**src/rtl/scr1_tapc_edge_sampler.sv**
```systemverilog
// scr1_tapc_edge_sampler: samples raw TCK and a TCK-domain bundle in the clk domain, emits TCK edge pulses, captures the bundle into a FIFO on each TCK rise
// Ports: clk/rst_n (async active-low); tck_async, data_async raw inputs;
//   tck_rise_pulse/tck_fall_pulse one-cycle edge pulses; fifo_rdata/fifo_valid/fifo_ready/fifo_level capture FIFO;
//   overflow sticky drop flag cleared by ovf_clr; edge_cnt wrapping count of rises.
// Optional glitch filter enabled by defining SCR1_TAPC_SYNC_FILTER_EN.
module scr1_tapc_edge_sampler #(
  parameter int SYNC_STAGES = 2,
  parameter int DATA_W      = 8,
  parameter int FIFO_DEPTH  = 4,
  parameter int FILT_CYCLES = 2
) (
  input  logic                          clk,
  input  logic                          rst_n,
  input  logic                          tck_async,
  input  logic [DATA_W-1:0]             data_async,
  output logic                          tck_rise_pulse,
  output logic                          tck_fall_pulse,
  output logic [DATA_W-1:0]             fifo_rdata,
  output logic                          fifo_valid,
  input  logic                          fifo_ready,
  output logic [$clog2(FIFO_DEPTH):0]   fifo_level,
  output logic                          overflow,
  input  logic                          ovf_clr,
  output logic [15:0]                   edge_cnt
);
  localparam int AW = $clog2(FIFO_DEPTH);
  localparam int LW = AW + 1;
`ifdef SCR1_TAPC_SYNC_FILTER_EN
  localparam int PRIME = SYNC_STAGES + 1 + FILT_CYCLES;
`else
  localparam int PRIME = SYNC_STAGES + 1;
`endif
  localparam int IW = $clog2(PRIME + 1);
  logic [SYNC_STAGES-1:0] s_tck_q;
  logic [DATA_W-1:0]      s_data_q [SYNC_STAGES];
  logic                   tck_lvl, tck_lvl_q, rise_q, fall_q;
  logic                   primed, rise, fall, pop, push;
  logic [IW-1:0]          init_q;
  logic [DATA_W-1:0]      mem_q [FIFO_DEPTH];
  logic [AW-1:0]          wr_ptr_q, rd_ptr_q;
  logic [LW-1:0]          level_q, level_d;
  logic                   ovf_q, ovf_d;
  logic [15:0]            edge_cnt_q, edge_cnt_d;
  always_ff @(posedge clk or negedge rst_n)
    if (!rst_n) begin
      s_tck_q <= '0;
      for (int i = 0; i < SYNC_STAGES; i++) s_data_q[i] <= '0;
    end else begin
      s_tck_q     <= {s_tck_q[SYNC_STAGES-2:0], tck_async};
      s_data_q[0] <= data_async;
      for (int i = 1; i < SYNC_STAGES; i++) s_data_q[i] <= s_data_q[i-1];
    end
`ifdef SCR1_TAPC_SYNC_FILTER_EN
  localparam int CW = $clog2(FILT_CYCLES + 1);
  logic          filt_q, filt_d, diff, hit;
  logic [CW-1:0] fcnt_q, fcnt_d;
  // level flips only after the sync output has disagreed for FILT_CYCLES consecutive cycles
  assign diff    = s_tck_q[SYNC_STAGES-1] ^ filt_q;
  assign hit     = diff & (fcnt_q == CW'(FILT_CYCLES - 1));
  assign filt_d  = filt_q ^ hit;
  assign fcnt_d  = (!diff || hit) ? '0 : fcnt_q + 1'b1;
  assign tck_lvl = filt_q;
  always_ff @(posedge clk or negedge rst_n)
    if (!rst_n) begin
      filt_q <= 1'b0;
      fcnt_q <= '0;
    end else begin
      filt_q <= filt_d;
      fcnt_q <= fcnt_d;
    end
`else
  assign tck_lvl = s_tck_q[SYNC_STAGES-1];
`endif
  // until primed, tck_lvl_q silently follows tck_lvl so the level at reset release never yields an edge
  assign primed     = init_q == IW'(PRIME);
  assign rise       = primed & tck_lvl & ~tck_lvl_q;
  assign fall       = primed & ~tck_lvl & tck_lvl_q;
  assign pop        = (level_q != '0) & fifo_ready;
  assign push       = rise & ((level_q != LW'(FIFO_DEPTH)) | pop);
  assign level_d    = level_q + LW'(push) - LW'(pop);
  assign ovf_d      = (rise & ~push) | (ovf_q & ~ovf_clr);
  assign edge_cnt_d = edge_cnt_q + 16'(rise);
  always_ff @(posedge clk or negedge rst_n)
    if (!rst_n) begin
      init_q     <= '0;
      tck_lvl_q  <= 1'b0;
      rise_q     <= 1'b0;
      fall_q     <= 1'b0;
      wr_ptr_q   <= '0;
      rd_ptr_q   <= '0;
      level_q    <= '0;
      ovf_q      <= 1'b0;
      edge_cnt_q <= '0;
      for (int i = 0; i < FIFO_DEPTH; i++) mem_q[i] <= '0;
    end else begin
      init_q     <= primed ? init_q : init_q + 1'b1;
      tck_lvl_q  <= tck_lvl;
      rise_q     <= rise;
      fall_q     <= fall;
      level_q    <= level_d;
      ovf_q      <= ovf_d;
      edge_cnt_q <= edge_cnt_d;
      if (push) begin
        mem_q[wr_ptr_q] <= s_data_q[SYNC_STAGES-1];
        wr_ptr_q        <= wr_ptr_q + 1'b1;
      end
      if (pop) rd_ptr_q <= rd_ptr_q + 1'b1;
    end
  assign tck_rise_pulse = rise_q;
  assign tck_fall_pulse = fall_q;
  assign fifo_valid     = level_q != '0;
  assign fifo_rdata     = fifo_valid ? mem_q[rd_ptr_q] : '0;
  assign fifo_level     = level_q;
  assign overflow       = ovf_q;
  assign edge_cnt       = edge_cnt_q;
endmodule

```
**config.mk**
```make
export PLATFORM = sky130hd
export DESIGN_NAME = scr1_tapc_edge_sampler
export DESIGN_NICKNAME = d
export VERILOG_FILES = /design/src/rtl/scr1_tapc_edge_sampler.sv
export SDC_FILE = /design/constraint.sdc
export NUM_CORES = 1
export LEC_CHECK = 0
export CAP_MARGIN = 20
export CORE_MARGIN = 10
export CORE_UTILIZATION = 30
export DETAILED_ROUTE_END_ITERATION = 10
export GPL_TIMING_DRIVEN = 0
export PLACE_DENSITY = 0.54
export SYNTH_ARGS = -nofsm -noshare
export SYNTH_HDL_FRONTEND = slang
export SYNTH_SLANG_ARGS = --single-unit
```
**constraint.sdc**
```tcl
create_clock -name clk -period 6.7 [get_ports clk]
set_input_delay 1.34 -clock clk [delete_from_list [all_inputs] [get_ports clk]]
set_output_delay 1.34 -clock clk [all_outputs]
set_load 0.005 [all_outputs]
```
==> results.cfg <==
[run_status]
outcome = completed

[global_route]
gr-total-overflow = 0
antenna_found_initial = 0
grt_pass1_wl_mm = 10.5
grt.busiest_layer = met2
gr-usage-met2 = 0.122
use_met3 = 0.0334
grt_pass1_vias = 1989
grt_max_degree = 54
grt.total_usage = 0.0820
met1_usage = 0.101

[critical_path]
rr_startpoint = fifo_level[1]$_DFF_PN0_
cp.required_ns = 6.97
path_common_cell = inv_1
worstPathMaxFanout = 8
start_kind = input port
critPathSlowestCell = or4b_4
worstPathArrival_ns = 3.81
end_kind = flip-flop
critPathKind = input port to flip-flop
reg2reg_depth = 10
r2r_setup_slack_ns = 4.05
critPathMaxStageDelay_ns = 0.56
worstReg2RegEnd = fifo_level[2]$_DFF_PN0_
worstPathCellList = clkdlybuf4s50_1 -> or4b_4 -> nor2b_4 -> buf_12 -> inv_1 -> ha_1 -> inv_1 -> ha_1 -> inv_1 -> fa_1 -> xnor2_1 -> xnor2_1

[clock_tree]
clockBufferDepth = 2
clock-sinks = 79
clock_latency_ns = 0.34
tritoncts = built
postCtsHoldBufs = 0
h-tree-depth = 3
cts_root_buffer = clkbuf_8
cts_setup_buffers = 0
numCtsBuffers = 9
clk_pin_slew_ns = 0.08
ctsResizeCount = 0

[die]
die_area_sq_um = 15800
fp.coreArea_sq_um = 10900
fp-row-count = 38
initial_core_util = 0.307
ios = 44
die_y_um = 126
die_w_um = 126

[pwr]
p_comb_frac = 0.367
vdd_drop_max_mv = 0.179
intPower_mw = 1.31
powerDensity_nw_per_um2 = 425
switching_share = 0.270
clock_power_share = 0.237
pwr-share-seq = 0.396
power_switching_uw = 484
cellLeakagePower_nw = 1.90

[min_path]
hold_end = s_data_q[7]$_DFF_PN0_
min_path_cells = 0
hp-class = flip-flop to flip-flop
hp-start = s_data_q[15]$_DFF_PN0_

[drt]
ant_nets = 0
vias = 1735
drcViolationCount = 0
drt_iter0_drc = 64
routed_via_density = 4.27
wl_mm = 6.11
drt_first_pass_iters = 4
avgRoutedWirePerCell_um = 15.0

[timing]
finalHoldViolCount = 0
setup_viol = 0
worstMarginPinSlew_ns = 0.634
drv_slew = 0
post-route-min-period_ns = 3.55
fmax_mhz = 282
rsz0062_at_grt = no
final.setup.worst_slack_ns = 3.15
min_period_over_period = 0.529
fin_setup_tns_ns = 0
relSlewSlack = 0.577
fin_skew_ns = 0.00946

[synth]
synth.area.top_cells = dfrtp_1 59%, mux2_4 14%, mux4_2 5.4%, xnor2_1 4.5%, ha_1 3.4%
ys_ff_latch = 79
synth_fp_nets = 229
postSynthCellCount = 206
ys_seq_area_frac = 0.592
synth_top_area_frac = 0.592
async_flop_share = 1.00
synth_cell_type_count = 27
synthesis.area_sq_um = 3340
synth_top_area_cell = dfrtp_1
ys_warn_count = 0
avgSynthCellArea_sq_um = 16.2
synth_edf_count = 0
ys.flop_type = dfrtp_1

[placement]
place_ws_ns = 2.79
post-dp-hpwl_mm = 4.11
placed_area_sq_um = 3970
portBuffers = 43
gp_congestion = 0.696

[cells_and_area]
final_nets = 284
design_area_sq_um = 4220
area_growth_syn_to_layout_pct = 26.2
diodes = 0
fillers = 1011
layout-drive-gt1-share = 0.252

[run]
cap_violations = 0
[metrics by stage]
stage	std cells	hold WS, ns	utilization	total power [mW]
final	406	0.352	0.387	1.79
after global routing	406	0.357	0.387	1.92
after CTS	406	0.353	0.387	1.83
after floorplan	206	0.331	-	1.12
after global placement	389	0.335	0.362	1.38
after detailed placement	390	0.335	0.365	1.39
[worst max-delay path by stage]
stage,start,end,depth (start not counted)
finish,fifo_ready,fifo_level[2]$_DFF_PN0_,12
global route,rd_ptr_q[0]$_DFFE_PN0P_,fifo_rdata[2],4
CTS,rd_ptr_q[1]$_DFFE_PN0P_,fifo_rdata[5],4
detailed placement,fifo_ready,fifo_level[2]$_DFF_PN0_,12
global placement,rst_n,s_data_q[2]$_DFF_PN0_,1
floorplan,fifo_ready,fifo_level[2]$_DFF_PN0_,11
[cell families (layout without fill, tap and decap cells)]
group,after synthesis,in the layout,share of synthesized area
flops,79,79,0.592
mux,41,41,0.201
simple gates,41,41,0.0918
xor+xnor,20,20,0.0524
buf+inv,13,73,0.0198
fa+ha+maj,10,10,0.0397
compound gates,2,2,0.00337
[layout by cell type (no fill, tap or decap), drive strengths merged]
| cell type | count |
|---|---|
| clkdlybuf4s50 | 42 |
| ha | 9 |
| o22ai | 1 |
| fa | 1 |
| and3 | 4 |
| nand2 | 10 |
| or3 | 1 |
| xor2 | 3 |
| clkinv | 2 |
| mux2 | 33 |
| nor2 | 2 |
| clkbuf | 13 |
| o21ai | 1 |
| xnor2 | 17 |
| and2 | 9 |
| mux4 | 8 |
| or4b | 1 |
| inv | 9 |
| and4 | 1 |
| nand3b | 2 |
| nand4 | 3 |
| nor2b | 1 |
| bufinv | 3 |
| buf | 4 |
| dfrtp | 79 |
| nand3 | 7 |
[power by group through the flow]
stage | Clock, mW | Sequential [mW] | Combinational (mW)
global placement | 0 | 0.717 | 0.665
detailed placement | 0 | 0.720 | 0.673
floorplan | 0 | 0.698 | 0.427
finish | 0.425 | 0.711 | 0.658
global route | 0.464 | 0.736 | 0.716
CTS | 0.438 | 0.713 | 0.677
[layout make-up]
cell class	instances	area, sq um	area share
Clock inverter	6	116	0.0276
Timing Repair Buffer	44	455	0.108
Tap cell	140	175	0.0416
Clock buffer	10	128	0.0303
Inverter	8	30.0	0.00712
Buffer	5	36.3	0.00861
Sequential cell	79	1980	0.469
Multi-Input combinational cell	114	1300	0.308
[flip-flops by register name, summed over array words and instances, names as in the netlist, 2 cells and up]
signal	count
rd_ptr_q	2
init_q	2
fifo_level	3
edge_cnt	16
s_data_q	16
wr_ptr_q	2
s_tck_q	2
mem_q	32
[cells in the mapped netlist, types with 2 or more instances]
cell	n
and2_1	9
and3_1	4
clkbuf_1	3
dfrtp_1	79
ha_1	9
inv_1	8
mux2_4	32
mux4_2	8
nand2_1	6
nand2_8	4
nand3_1	7
nand4_1	3
nor2_1	2
xnor2_1	17
xor2_1	3
[metal layers]
metal / vias up / wire length (um) / part of all wire
li1: 819 / - / -
met1: 874 / 2820 / 0.46
met2: 37 / 2850 / 0.47
met3: 5 / 363 / 0.059
met4: 0 / 77 / 0.013
met5: - / 0 / 0
[worst max-delay path, delay by kind of cell]
| family | cells | cell delay, ns |
|---|---|---|
| buf+inv | 5 | 0.73 |
| simple gates | 2 | 0.71 |
| xor+xnor | 2 | 0.33 |
| fa+ha+maj | 3 | 0.71 |
(Power assumes the default switching activity.)
